**src/rtl/alu_share_arbiter.sv**
```systemverilog
// Round-robin arbiter sharing one combinational ALU between two requesters (IDLE->EXEC->RESP).
// Define ALU_ARB_FIXED_PRIO_EN for fixed priority (requester 0 wins ties); default is round-robin.
module alu_share_arbiter #(
    parameter int DATA_W  = 32,
    parameter int MUL_LAT = 4     // EXEC cycles for control code 3; must be >= 1
) (
    input  logic              clk_i,
    input  logic              rst_i,

    input  logic              req0_valid_i,
    output logic              req0_ready_o,
    input  logic [3:0]        req0_ctrl_i,
    input  logic [DATA_W-1:0] req0_src1_i,
    input  logic [DATA_W-1:0] req0_src2_i,

    input  logic              req1_valid_i,
    output logic              req1_ready_o,
    input  logic [3:0]        req1_ctrl_i,
    input  logic [DATA_W-1:0] req1_src1_i,
    input  logic [DATA_W-1:0] req1_src2_i,

    output logic [3:0]        alu_ctrl_o,
    output logic [DATA_W-1:0] alu_src1_o,
    output logic [DATA_W-1:0] alu_src2_o,
    input  logic [DATA_W-1:0] alu_result_i,
    input  logic              alu_zero_i,

    output logic              rsp_valid_o,
    input  logic              rsp_ready_i,
    output logic              rsp_id_o,
    output logic [DATA_W-1:0] rsp_result_o,
    output logic              rsp_zero_o
);

    localparam int               CNT_W    = $clog2(MUL_LAT + 1);
    localparam logic [3:0]       CTRL_MUL = 4'd3;
    localparam logic [CNT_W-1:0] MUL_LOAD = CNT_W'(MUL_LAT - 1);
    localparam logic [CNT_W-1:0] CNT_ONE  = CNT_W'(1);

    typedef enum logic [1:0] {
        IDLE = 2'd0,
        EXEC = 2'd1,
        RESP = 2'd2
    } state_t;

    state_t            state;
    state_t            state_nxt;
    logic              last_grant;
    logic [CNT_W-1:0]  cnt;

    logic              grant_valid;
    logic              grant_id;
    logic [3:0]        sel_ctrl;
    logic [DATA_W-1:0] sel_src1;
    logic [DATA_W-1:0] sel_src2;

    // Grant is evaluated only in IDLE, so ready can never rise while an op or response is in flight.
    // NOTE: every signal written in always_comb gets a default first, otherwise a latch is inferred.
    always_comb begin
        grant_valid = 1'b0;
        grant_id    = 1'b0;
        if (state == IDLE) begin
            if (req0_valid_i && req1_valid_i) begin
                grant_valid = 1'b1;
`ifdef ALU_ARB_FIXED_PRIO_EN
                grant_id    = 1'b0;
`else
                grant_id    = ~last_grant;
`endif
            end else if (req0_valid_i) begin
                grant_valid = 1'b1;
                grant_id    = 1'b0;
            end else if (req1_valid_i) begin
                grant_valid = 1'b1;
                grant_id    = 1'b1;
            end
        end
    end

    assign req0_ready_o = grant_valid && !grant_id;
    assign req1_ready_o = grant_valid &&  grant_id;

    assign sel_ctrl = grant_id ? req1_ctrl_i : req0_ctrl_i;
    assign sel_src1 = grant_id ? req1_src1_i : req0_src1_i;
    assign sel_src2 = grant_id ? req1_src2_i : req0_src2_i;

    always_comb begin
        state_nxt = state;
        unique case (state)
            IDLE: if (grant_valid)  state_nxt = EXEC;
            EXEC: if (cnt == '0)    state_nxt = RESP;
            RESP: if (rsp_ready_i)  state_nxt = IDLE;
            default:                state_nxt = IDLE;
        endcase
    end

    // NOTE: sequential state uses non-blocking assignments so every register samples pre-edge values.
    always_ff @(posedge clk_i or negedge rst_i) begin
        if (!rst_i) begin
            state <= IDLE;
        end else begin
            state <= state_nxt;
        end
    end

    // Operands stay latched after the op so the ALU inputs do not toggle between requests.
    always_ff @(posedge clk_i or negedge rst_i) begin
        if (!rst_i) begin
            last_grant   <= 1'b1;
            cnt          <= '0;
            alu_ctrl_o   <= '0;
            alu_src1_o   <= '0;
            alu_src2_o   <= '0;
            rsp_valid_o  <= 1'b0;
            rsp_id_o     <= 1'b0;
            rsp_result_o <= '0;
            rsp_zero_o   <= 1'b0;
        end else begin
            unique case (state)
                IDLE: begin
                    if (grant_valid) begin
                        alu_ctrl_o <= sel_ctrl;
                        alu_src1_o <= sel_src1;
                        alu_src2_o <= sel_src2;
                        rsp_id_o   <= grant_id;
                        last_grant <= grant_id;
                        cnt        <= (sel_ctrl == CTRL_MUL) ? MUL_LOAD : '0;
                    end
                end
                EXEC: begin
                    if (cnt != '0) begin
                        cnt <= cnt - CNT_ONE;
                    end else begin
                        rsp_result_o <= alu_result_i;
                        rsp_zero_o   <= alu_zero_i;
                        rsp_valid_o  <= 1'b1;
                    end
                end
                RESP: begin
                    if (rsp_ready_i) begin
                        rsp_valid_o <= 1'b0;
                    end
                end
                default: ;
            endcase
        end
    end

endmodule

```
**config.mk**
```make
export PLATFORM = sky130hd
export DESIGN_NAME = alu_share_arbiter
export DESIGN_NICKNAME = d
export VERILOG_FILES = /design/src/rtl/alu_share_arbiter.sv
export SDC_FILE = /design/constraint.sdc
export NUM_CORES = 1
export LEC_CHECK = 0
export ABC_AREA = 1
export CORE_UTILIZATION = 38
export CTS_CLUSTER_SIZE = 24
export DETAILED_ROUTE_END_ITERATION = 6
export PLACE_DENSITY = 0.81
export SYNTH_ARGS = -nofsm -noshare
export SYNTH_HDL_FRONTEND = slang
export SYNTH_SLANG_ARGS = --single-unit
```
**constraint.sdc**
```tcl
create_clock -name clk_i -period 1.98 [get_ports clk_i]
set_input_delay 0.495 -clock clk_i [delete_from_list [all_inputs] [get_ports clk_i]]
set_output_delay 0.495 -clock clk_i [all_outputs]
set_load 0.05 [all_outputs]
```
Word-level counts from Yosys, hierarchy flattened
Cells that the tools add are included.
{"block": "op_classes", "n_eq_ne": 8, "bitwise": 2, "muxes": 21, "n_addsub": 1, "n_reduce_logical": 14}
{"operator": "32-bit two-way mux", "count": 2}
{"operator": "2-bit inequality test, second input constant", "count": 5}
{"operator": "1-bit two-way mux", "count": 9}
{"operator": "3-bit AND reduction", "count": 3}
{"operator": "2-bit two-way mux", "count": 4}
{"operator": "3-bit two-way mux", "count": 2}
{"operator": "2-bit one-hot mux with 3 select lines", "count": 1}
{"operator": "3-bit one-hot mux with 2 select lines", "count": 1}
{"operator": "4-bit by 2-bit equality test with 1-bit output, second input constant", "count": 1}
{"operator": "4-bit two-way mux", "count": 1}
{"operator": "2-bit AND reduction", "count": 2}
{"operator": "2-bit nonzero test", "count": 2}
{"operator": "1-bit logical AND", "count": 3}
{"operator": "3-bit logical NOT", "count": 1}
{"operator": "3-bit nonzero test", "count": 1}
{"operator": "3-bit by 1-bit subtractor with 3-bit output, second input constant", "count": 1}
{"operator": "2-bit by 1-bit equality test with 1-bit output, second input constant", "count": 1}
{"operator": "2-bit equality test, second input constant", "count": 1}
{"operator": "2-bit logical NOT", "count": 1}
{"operator": "1-bit inverter", "count": 2}
{"operator": "1-bit one-hot mux with 2 select lines", "count": 1}
{"operator": "1-bit logical NOT", "count": 1}
{"block": "totals", "out_inout_bits": 105, "inputBits": 174, "register_bits": 109}

Longest topological paths before layout
Gate-level depths: netlist of the first run.
{"block": "depth", "depth_word": 9, "mapped_depth": 8, "mapped_depth_nobuf": 8}

Worst setup path before layout of the first run
OpenSTA, ideal clock, no wires.
{"block": "synth_timing", "path_type": "reg2out", "from": "register last_grant", "to": "output req0_ready_o", "t_arrival_ns": 1.515, "slack_ns": -0.030, "path_stages_with_launch": 7, "path_cell_list": "dfstp_2 -> nand2_1 -> nand3_2 -> buf_2 -> buf_2 -> nand2_1 -> inv_1"}
{"block": "synth_via", "elab_chain_len": 5}
{"item": "start: declaration", "line_no": "48", "rtl": "logic last_grant;"}
{"item": "start signal: assignment", "line_no": "126", "rtl": "last_grant <= grant_id;"}
{"item": "1-bit inverter", "line_no": "68", "rtl": "grant_id = ~last_grant;"}
{"item": "1-bit two-way mux", "line_no": "63", "rtl": "if (req0_valid_i && req1_valid_i) begin"}
{"item": "1-bit two-way mux", "line_no": "62", "rtl": "if (state == IDLE) begin"}
{"item": "1-bit logical NOT", "line_no": "80", "rtl": "assign req0_ready_o = grant_valid && !grant_id;"}
{"item": "1-bit logical AND", "line_no": "80"}
{"item": "end: declaration", "line_no": "11", "rtl": "output logic req0_ready_o,"}
No other way between the ends.

Worst setup path in the final report of the first run
{"block": "layout_timing", "from": "register state[1]", "to": "output req0_ready_o"}
{"block": "layout_via", "elab_chain_len": 4, "elab_cells_between_ends": 5, "classes_between": "mux (2); reduce/logical (3)"}
{"item": "start: declaration", "line_no": "46", "rtl": "state_t state;"}
{"item": "start signal: assignment", "line_no": "102", "rtl": "state <= state_nxt;"}
{"item": "2-bit logical NOT (*)", "line_no": "62"}
{"item": "1-bit two-way mux", "line_no": "62"}
{"item": "1-bit logical NOT", "line_no": "80"}
{"item": "1-bit logical AND (*)", "line_no": "80"}
Mark *: on every way between the ends. The rest lies on a longest branch, timed or not.

==> impl_metrics.ini, run 1 <==
[outcome]
status = finished, final reports clean

[power_and_ir_drop]
power_leakage_uw = 0.00342
power.density_nw_per_um2 = 1890
p_total_uw = 15100
ir_drop_mv = 1.22

[timing]
rsz0062_at_grt = yes
setup_viol = 0
drv_slew = 0
worst_hold_slack_ps = 148
post-route-period-util = 0.991
relSlewSlack = 0.655
skew_ps = 5.59
setup-tns-final_ps = 0
hold_viol = 0
finalCriticalPeriod_ps = 1960
worstMarginPinSlew_ps = 519
fmax_mhz = 510

[run]
maxCapViolCount = 0

[logic_synthesis]
synth_area_leaders = dfrtp_1, a21oi_1, mux2_2, nand2_1, nor2_1
syn_area_per_cell_um2 = 9.50
ys_ff_latch = 109
ys_warn_count = 0
syn_area_um2 = 4710
synthDistinctLibCells = 25
syn_nets = 672
synth_seq_area_share = 0.579
yosysTopAreaCellShare = 0.574
syn_inst = 496
synth_largest_area_cell = dfrtp_1

[cells_and_area]
layout.cells.non_filler = 948
nNetsFinal = 951
area_delta_synth_final_pct = 68.7
fin_area_um2 = 7950
antennaDiodeCount = 0
fillers = 983
layout-drive-gt1-share = 0.206

[cts]
cts_root_buffer = clkbuf_16
cts_buffers = 9
clk_pin_slew_ps = 70
clk_latency_ps = 340
cts_tree = done
htree_levels = 3
cts_sinks = 109
clk_path_buf_depth = 2

[floorplanning]
dieHeight_um = 113
coreArea_um2 = 12100
io_pins = 279
num_rows = 40
die_w_um = 113
initial_core_util = 0.391
dieArea_um2 = 12800

[place]
portBuffers = 278
dp_hpwl_um = 10800
dpl-instance-area_um2 = 7600
place_congestion = 0.806
placed_cells = 928

[critical_path]
reg2reg_depth = 9
r2r_start = state[1]
cp-end-kind = output port
critPathMaxFanout = 4
path_class = flip-flop to output port
r2r_end = alu_src1_o[14]
rrSetupSlack_ps = 240
required_ps = 1480
cp-start-kind = flip-flop
cp.arrival_ps = 1470

[drt]
via_count = 4630
wirelength_um = 14700
ant_nets = 0
drc = 0
wl_per_cell_um = 15.5
vias_per_cell = 4.88
drtIter0Drc = 313
dr.pass1.iters = 4

[grt]
grt_pass1_wl_um = 23200
grt_max_degree = 69
grt_pass1_vias = 4801
antenna_found_initial = 0
overflow = 0
grt_usage = 0.232

[hold_path]
hold_class = input port to asynchronous set/reset pin
[worst max-delay path, cell delays in order, from the launching register on]
cell and delay, ps:
dfrtp_2 440, nor2_4 200, inv_2 70, nor2_4 150, nand2_4 70, clkinvlp_4 80
buf_12 130
[cells in the mapped netlist]
cell	n
o21ai_1	1
buf_1	1
nand3_2	1
nor2_4	2
nand2_1	84
clkbuf_1	13
inv_2	3
nor3_1	1
buf_6	2
nor2_1	75
nand4_1	3
buf_2	10
o21a_1	1
dfstp_2	1
buf_4	5
ha_1	2
a21oi_1	132
a31oi_1	3
nand3_1	2
o21ai_0	2
dfrtp_1	108
nor2_2	1
nand2_2	1
inv_1	9
mux2_2	33
[worst max path at each step]
stage / from / end / cells after the start
5_1_grt: state[1] / req0_ready_o / 6
2_1_floorplan: req0_valid_i / req0_ready_o / 6
4_1_cts: req0_valid_i / req0_ready_o / 6
6_report: state[1] / req0_ready_o / 6
3_5_place_dp: req1_valid_i / req0_ready_o / 6
3_3_place_gp: req1_valid_i / req0_ready_o / 6
[kinds of logic after synthesis]
family | after synthesis | synth area share
simple gates | 170 | 0.143
compound gates | 139 | 0.149
buf+inv | 43 | 0.0441
flops | 109 | 0.579
fa+ha+maj | 2 | 0.00531
mux | 33 | 0.0789
[per-stage QoR]
step	utilization	setup WS, ps
after floorplan	-	17.1
after global routing	0.659	-61.2
after global placement	0.630	-130
after detailed placement	0.630	-114
final	0.659	18.0
after CTS	0.655	-32.1
[layout by cell type (no fill, tap or decap), types with 2 or more instances in the layout]
cell type        instances
nor2_4                   2
buf_12                  10
buf_4                   90
bufinv_16                2
inv_2                    3
ha_1                     2
a21oi_1                132
inv_1                    8
dlygate4sd2_1           28
clkbuf_1                 2
clkbuf_16                9
clkdlybuf4s50_1        170
nand2_2                  2
dfrtp_1                107
nand3_1                  2
o21ai_0                  2
mux2_2                  33
nor2_2                   2
a31oi_1                  3
nand4_1                  3
clkbuf_8                 2
nor2_1                  74
clkinvlp_4               2
nand2_1                 82
[routing by layer]
| metal | wire length [um] | global-route usage | vias up | part of all wire |
|---|---|---|---|---|
| li1 | - | - | 2212 | - |
| met1 | 5580 | 0.255 | 2181 | 0.38 |
| met2 | 7560 | 0.416 | 198 | 0.51 |
| met3 | 1040 | 0.0568 | 39 | 0.071 |
| met4 | 527 | 0.116 | 0 | 0.036 |
| met5 | 0 | 0 | - | 0 |
[sequential cells by signal, summed over array words and instances (netlist names)]
signal / cells
last_grant: 1
rsp_result_o: 32
rsp_id_o: 1
alu_src1_o: 32
alu_src2_o: 32
state: 2
alu_ctrl_o: 4
cnt: 3
rsp_zero_o: 1
rsp_valid_o: 1
[where the power goes]
part	switching, uW	internal (uW)
clock network	785	1180
registers	597	3370
logic	6170	2950
[timing repair]
action	in CTS	in global routing
gates resized for setup	30	5
endpoints found under the setup margin	28	2
pin swaps	1	4
buffers inserted	0	4
hold buffers	0	0
endpoints found under the hold margin	0	0
[final cells by class]
class | count | area, um2 | area share
clock inverter | 3 | 67.6 | 0.00850
timing repair buffer | 299 | 2840 | 0.357
sequential | 109 | 2730 | 0.344
inverter | 12 | 48.8 | 0.00614
multi-input combinational | 344 | 1790 | 0.226
clock buffer | 13 | 260 | 0.0328
tap | 168 | 210 | 0.0265
Note: power is estimated with default switching activity, not from simulation.
==> run 2, diff against run 1 <==
Settings changed: REMOVE_ABC_BUFFERS set to 1, TNS_END_PERCENT set to 50.
==> impl_metrics.ini, run 2 (same netlist as run 1, synthesis figures left out) <==
[outcome]
status = finished, final reports clean

[critical_path]
cp.arrival_ps = 1450
cp-end-kind = output port
required_ps = 1480
r2r_start = state[1]
r2r_end = alu_src1_o[26]
crit_path_start = state[1]
reg2reg_depth = 7
path_class = flip-flop to output port
rrSetupSlack_ps = 330
setup.worst_path.end = req0_ready_o
cp-start-kind = flip-flop
critPathMaxFanout = 4

[grt]
grt.busiest_layer = met2
overflow = 0
grt_pass1_vias = 4782
grt_usage = 0.234
grt_util_met2 = 0.421
grt_max_degree = 43
grt_use_met1 = 0.264
antenna_found_initial = 0
use_met3 = 0.0514
grt_pass1_wl_um = 23300

[drt]
dr.pass1.iters = 7
ant_nets = 0
vias_per_cell = 4.98
drc = 0
via_count = 4733
wirelength_um = 15200
drtIter0Drc = 178
wl_per_cell_um = 16.0

[cts]
clk_latency_ps = 340
clk_pin_slew_ps = 70
clk_path_buf_depth = 2
htree_levels = 3
cts_root_buffer = clkbuf_16
cts_buffers = 9
cts_tree = done
cts_sinks = 109

[hold_path]
hold_class = input port to asynchronous set/reset pin

[cells_and_area]
antennaDiodeCount = 0
mostFrequentLayoutCells = clkdlybuf4s50_1, a21oi_1, dfrtp_1
nNetsFinal = 953
fin_area_um2 = 7890
area_delta_synth_final_pct = 67.5
fillers = 961
layout-drive-gt1-share = 0.215
final_common_cell = clkdlybuf4s50_1
layout.cells.non_filler = 950
final_util = 0.654
reg_top3 = alu_src1_o: 32 flops, alu_src2_o: 32 flops, rsp_result_o: 32 flops

[floorplanning]
dieArea_um2 = 12800
num_rows = 40
initial_core_util = 0.391
coreArea_um2 = 12100
die_w_um = 113
dieHeight_um = 113
io_pins = 279

[timing]
worst_hold_slack_ps = 72.0
hold_viol = 0
worstMarginPinSlew_ps = 500
fmax_mhz = 514
drv_slew = 0
finalCriticalPeriod_ps = 1950
post-route-period-util = 0.983
rsz0062_at_grt = yes
setup_viol = 0
relSlewSlack = 0.668
skew_ps = 5.07

[run]
maxCapViolCount = 0

[place]
place_congestion = 0.850
dp_hpwl_um = 11300
portBuffers = 278
placed_cells = 929
dpl-instance-area_um2 = 7550

[power_and_ir_drop]
switchingPower_uw = 7610
power_leakage_uw = 0.00343
seq_power_share = 0.267
power.density_nw_per_um2 = 1900
swShare = 0.508
power.share.clock = 0.124
ir_drop_mv = 1.13
intPower_uw = 7380
p_total_uw = 15000
pwr-share-comb = 0.608
==> run 2: area by class of cell <==
| cell class | instances | area [um2] | share of cell area |
|---|---|---|---|
| tap | 168 | 210 | 0.0266 |
| timing repair buffer | 301 | 2810 | 0.356 |
| multi-input combinational | 344 | 1780 | 0.226 |
| clock inverter | 4 | 45.0 | 0.00571 |
| clock buffer | 12 | 267 | 0.0338 |
| inverter | 12 | 47.5 | 0.00602 |
| sequential | 109 | 2730 | 0.346 |
==> run 2: how the worst min path moves through the flow <==
stage,start,end,slack [ps],depth (start not counted)
after floorplan,rst_i,alu_ctrl_o[0],200,0
after global placement,rst_i,rsp_result_o[9],440,1
after detailed placement,rst_i,rsp_result_o[16],440,1
after CTS,rst_i,rsp_result_o[12],80,1
after global routing,rst_i,rsp_result_o[16],90,1
final,rst_i,rsp_result_o[16],70,1
==> run 2: critical path: stages (launching register included) <==
cell and delay (ps):
dfrtp_2 440, nor2_4 180, inv_2 60, nor2_4 140, nand2_1 60, inv_1 70, buf_6 160
==> run 2: repair_timing <==
action	in CTS	in global routing
gates resized for setup	24	4
buffers inserted	1	4
endpoints found under the setup margin	23	2
pin swaps	0	2
hold buffers	0	0
gates cloned	0	0
==> run 2: power groups by stage <==
stage          combinational (uW)  clock (uW)  sequential (uW)
2_1_floorplan                2250           0             7660
3_3_place_gp                 9070           0             3990
3_5_place_dp                 9220           0             4040
4_1_cts                      9100        1900             4010
5_1_grt                      9630        1990             4140
6_report                     9120        1860             4010
==> run 2: metal layers <==
layer  part of all wire  vias to the layer above  wire [um]
met4              0.031                        0        469
met3              0.058                       38        875
met2               0.52                      188       7950
met5                  0                        -          0
li1                   -                     2210          -
met1               0.39                     2297       5880
==> run 2: metrics by stage <==
| stage | worst slack [ps] | TNS, ps |
|---|---|---|
| after CTS | -17.5 | -17.5 |
| after floorplan | -927 | -53220 |
| after global routing | -47.2 | -47.2 |
| final | 33.0 | 0 |
| after detailed placement | -141 | -4380 |
| after global placement | -152 | -2170 |
==> run 3, diff against run 2 <==
Settings changed: CORE_ASPECT_RATIO set to 1.4.
==> impl_metrics.ini, run 3 (same netlist as run 1, synthesis figures left out) <==
[outcome]
status = finished, final reports clean

[cts]
cts_buffers = 9
clk_path_buf_depth = 2
cts_sinks = 109
cts_tree = done
clk_pin_slew_ps = 70
clk_latency_ps = 350
cts_root_buffer = clkbuf_16
htree_levels = 3

[timing]
finalCriticalPeriod_ps = 1860
timing.final.ws_setup_ps = 120
skew_ps = 10.6
setup-tns-final_ps = 0
rsz0062_at_grt = no
relSlewSlack = 0.621
worst_hold_slack_ps = 209
worstMarginPinSlew_ps = 569
fmax_mhz = 538
post-route-period-util = 0.940
setup_viol = 0
hold_viol = 0
drv_slew = 0

[critical_path]
r2r_end = alu_src1_o[30]
rrSetupSlack_ps = 310
cp-start-kind = flip-flop
crit_path_start = last_grant
reg2reg_depth = 7
required_ps = 1480
cp-end-kind = output port
setup.worst_path.end = req0_ready_o
path_class = flip-flop to output port
cp.arrival_ps = 1370
r2r_start = state[1]
critPathMaxFanout = 4

[power_and_ir_drop]
power_leakage_uw = 0.00342
ir_drop_mv = 1.12
power.density_nw_per_um2 = 1930

[grt]
grt_usage = 0.242
antenna_found_initial = 0
grt_max_degree = 110
grt_pass1_vias = 4792
grt_pass1_wl_um = 23500
overflow = 0

[cells_and_area]
final_common_cell = clkdlybuf4s50_1
layout-drive-gt1-share = 0.219
area_delta_synth_final_pct = 66.6
reg_top3 = alu_src1_o: 32 flops, alu_src2_o: 32 flops, rsp_result_o: 32 flops
antennaDiodeCount = 0
final_util = 0.658
mostFrequentLayoutCells = clkdlybuf4s50_1, a21oi_1, dfrtp_1
fillers = 947
nNetsFinal = 952

[drt]
drc = 0
ant_nets = 0
wirelength_um = 15600
vias_per_cell = 5.08
wl_per_cell_um = 16.8
drtIter0Drc = 184
via_count = 4714
dr.pass1.iters = 4

[floorplanning]
coreArea_um2 = 11900
die_w_um = 96.1
num_rows = 47
initial_core_util = 0.395
dieHeight_um = 134
io_pins = 279
dieArea_um2 = 12900

[place]
place_congestion = 0.967
portBuffers = 278
dp_hpwl_um = 11600
place_worst_setup_slack_ps = -140

[run]
maxCapViolCount = 0

[hold_path]
hold_class = input port to asynchronous set/reset pin
## run 3: critical path: stages (launching register included)
cell and delay [ps]:
dfstp_2 550, nand2_2 80, nand3_4 120, nand2_1 60
inv_1 60, buf_6 150
## run 3: cell type report
type,instances,area (um2),area share
multi-input cells,344,1780,0.227
well taps,147,184,0.0234
inverters,12,47.5,0.00606
clock inverters,6,93.8,0.0120
clock buffers,10,239,0.0304
flip-flops and latches,109,2730,0.348
repair buffers,300,2770,0.353
## run 3: through the flow
stage	instances	power [uW]	cell area, um2
6_report	928	15100	7850
5_1_grt	928	15900	7850
4_1_cts	926	15200	7820
3_5_place_dp	909	13300	7500
3_3_place_gp	909	13100	7500
2_1_floorplan	465	9910	4550
## run 3: worst min path at each step
| stage | slack [ps] | from | cells after the start | to |
|---|---|---|---|---|
| CTS | 250 | rst_i | 2 | rsp_result_o[14] |
| detailed placement | 470 | last_grant | 2 | last_grant |
| floorplan | 200 | rst_i | 0 | alu_ctrl_o[0] |
| global route | 250 | rst_i | 2 | rsp_result_o[14] |
| global placement | 460 | rsp_id_o | 2 | rsp_id_o |
| finish | 210 | rst_i | 2 | rsp_result_o[14] |
## run 3: power by group
| part | leakage [uW] | total (uW) | switching (uW) | internal (uW) |
|---|---|---|---|---|
| sequential | 0.00123 | 4020 | 646 | 3370 |
| clock | 0.000160 | 1980 | 822 | 1160 |
| combinational | 0.00202 | 9140 | 6220 | 2930 |
| total | 0.00342 | 15100 | 7680 | 7460 |
## run 3: timing repair
action	CTS	global route
endpoints found under the setup margin	19	2
buffers inserted	1	3
pin swaps	1	2
gates resized for setup	20	4
hold buffers	0	0
## run 3: per-layer routing
layer  up-vias  global-route usage  share of wire
met1      2214               0.250           0.35
li1       2206                   -              -
met3        44              0.0713          0.086
met5         -                   0              0
met2       250               0.433           0.52
met4         0               0.119          0.038
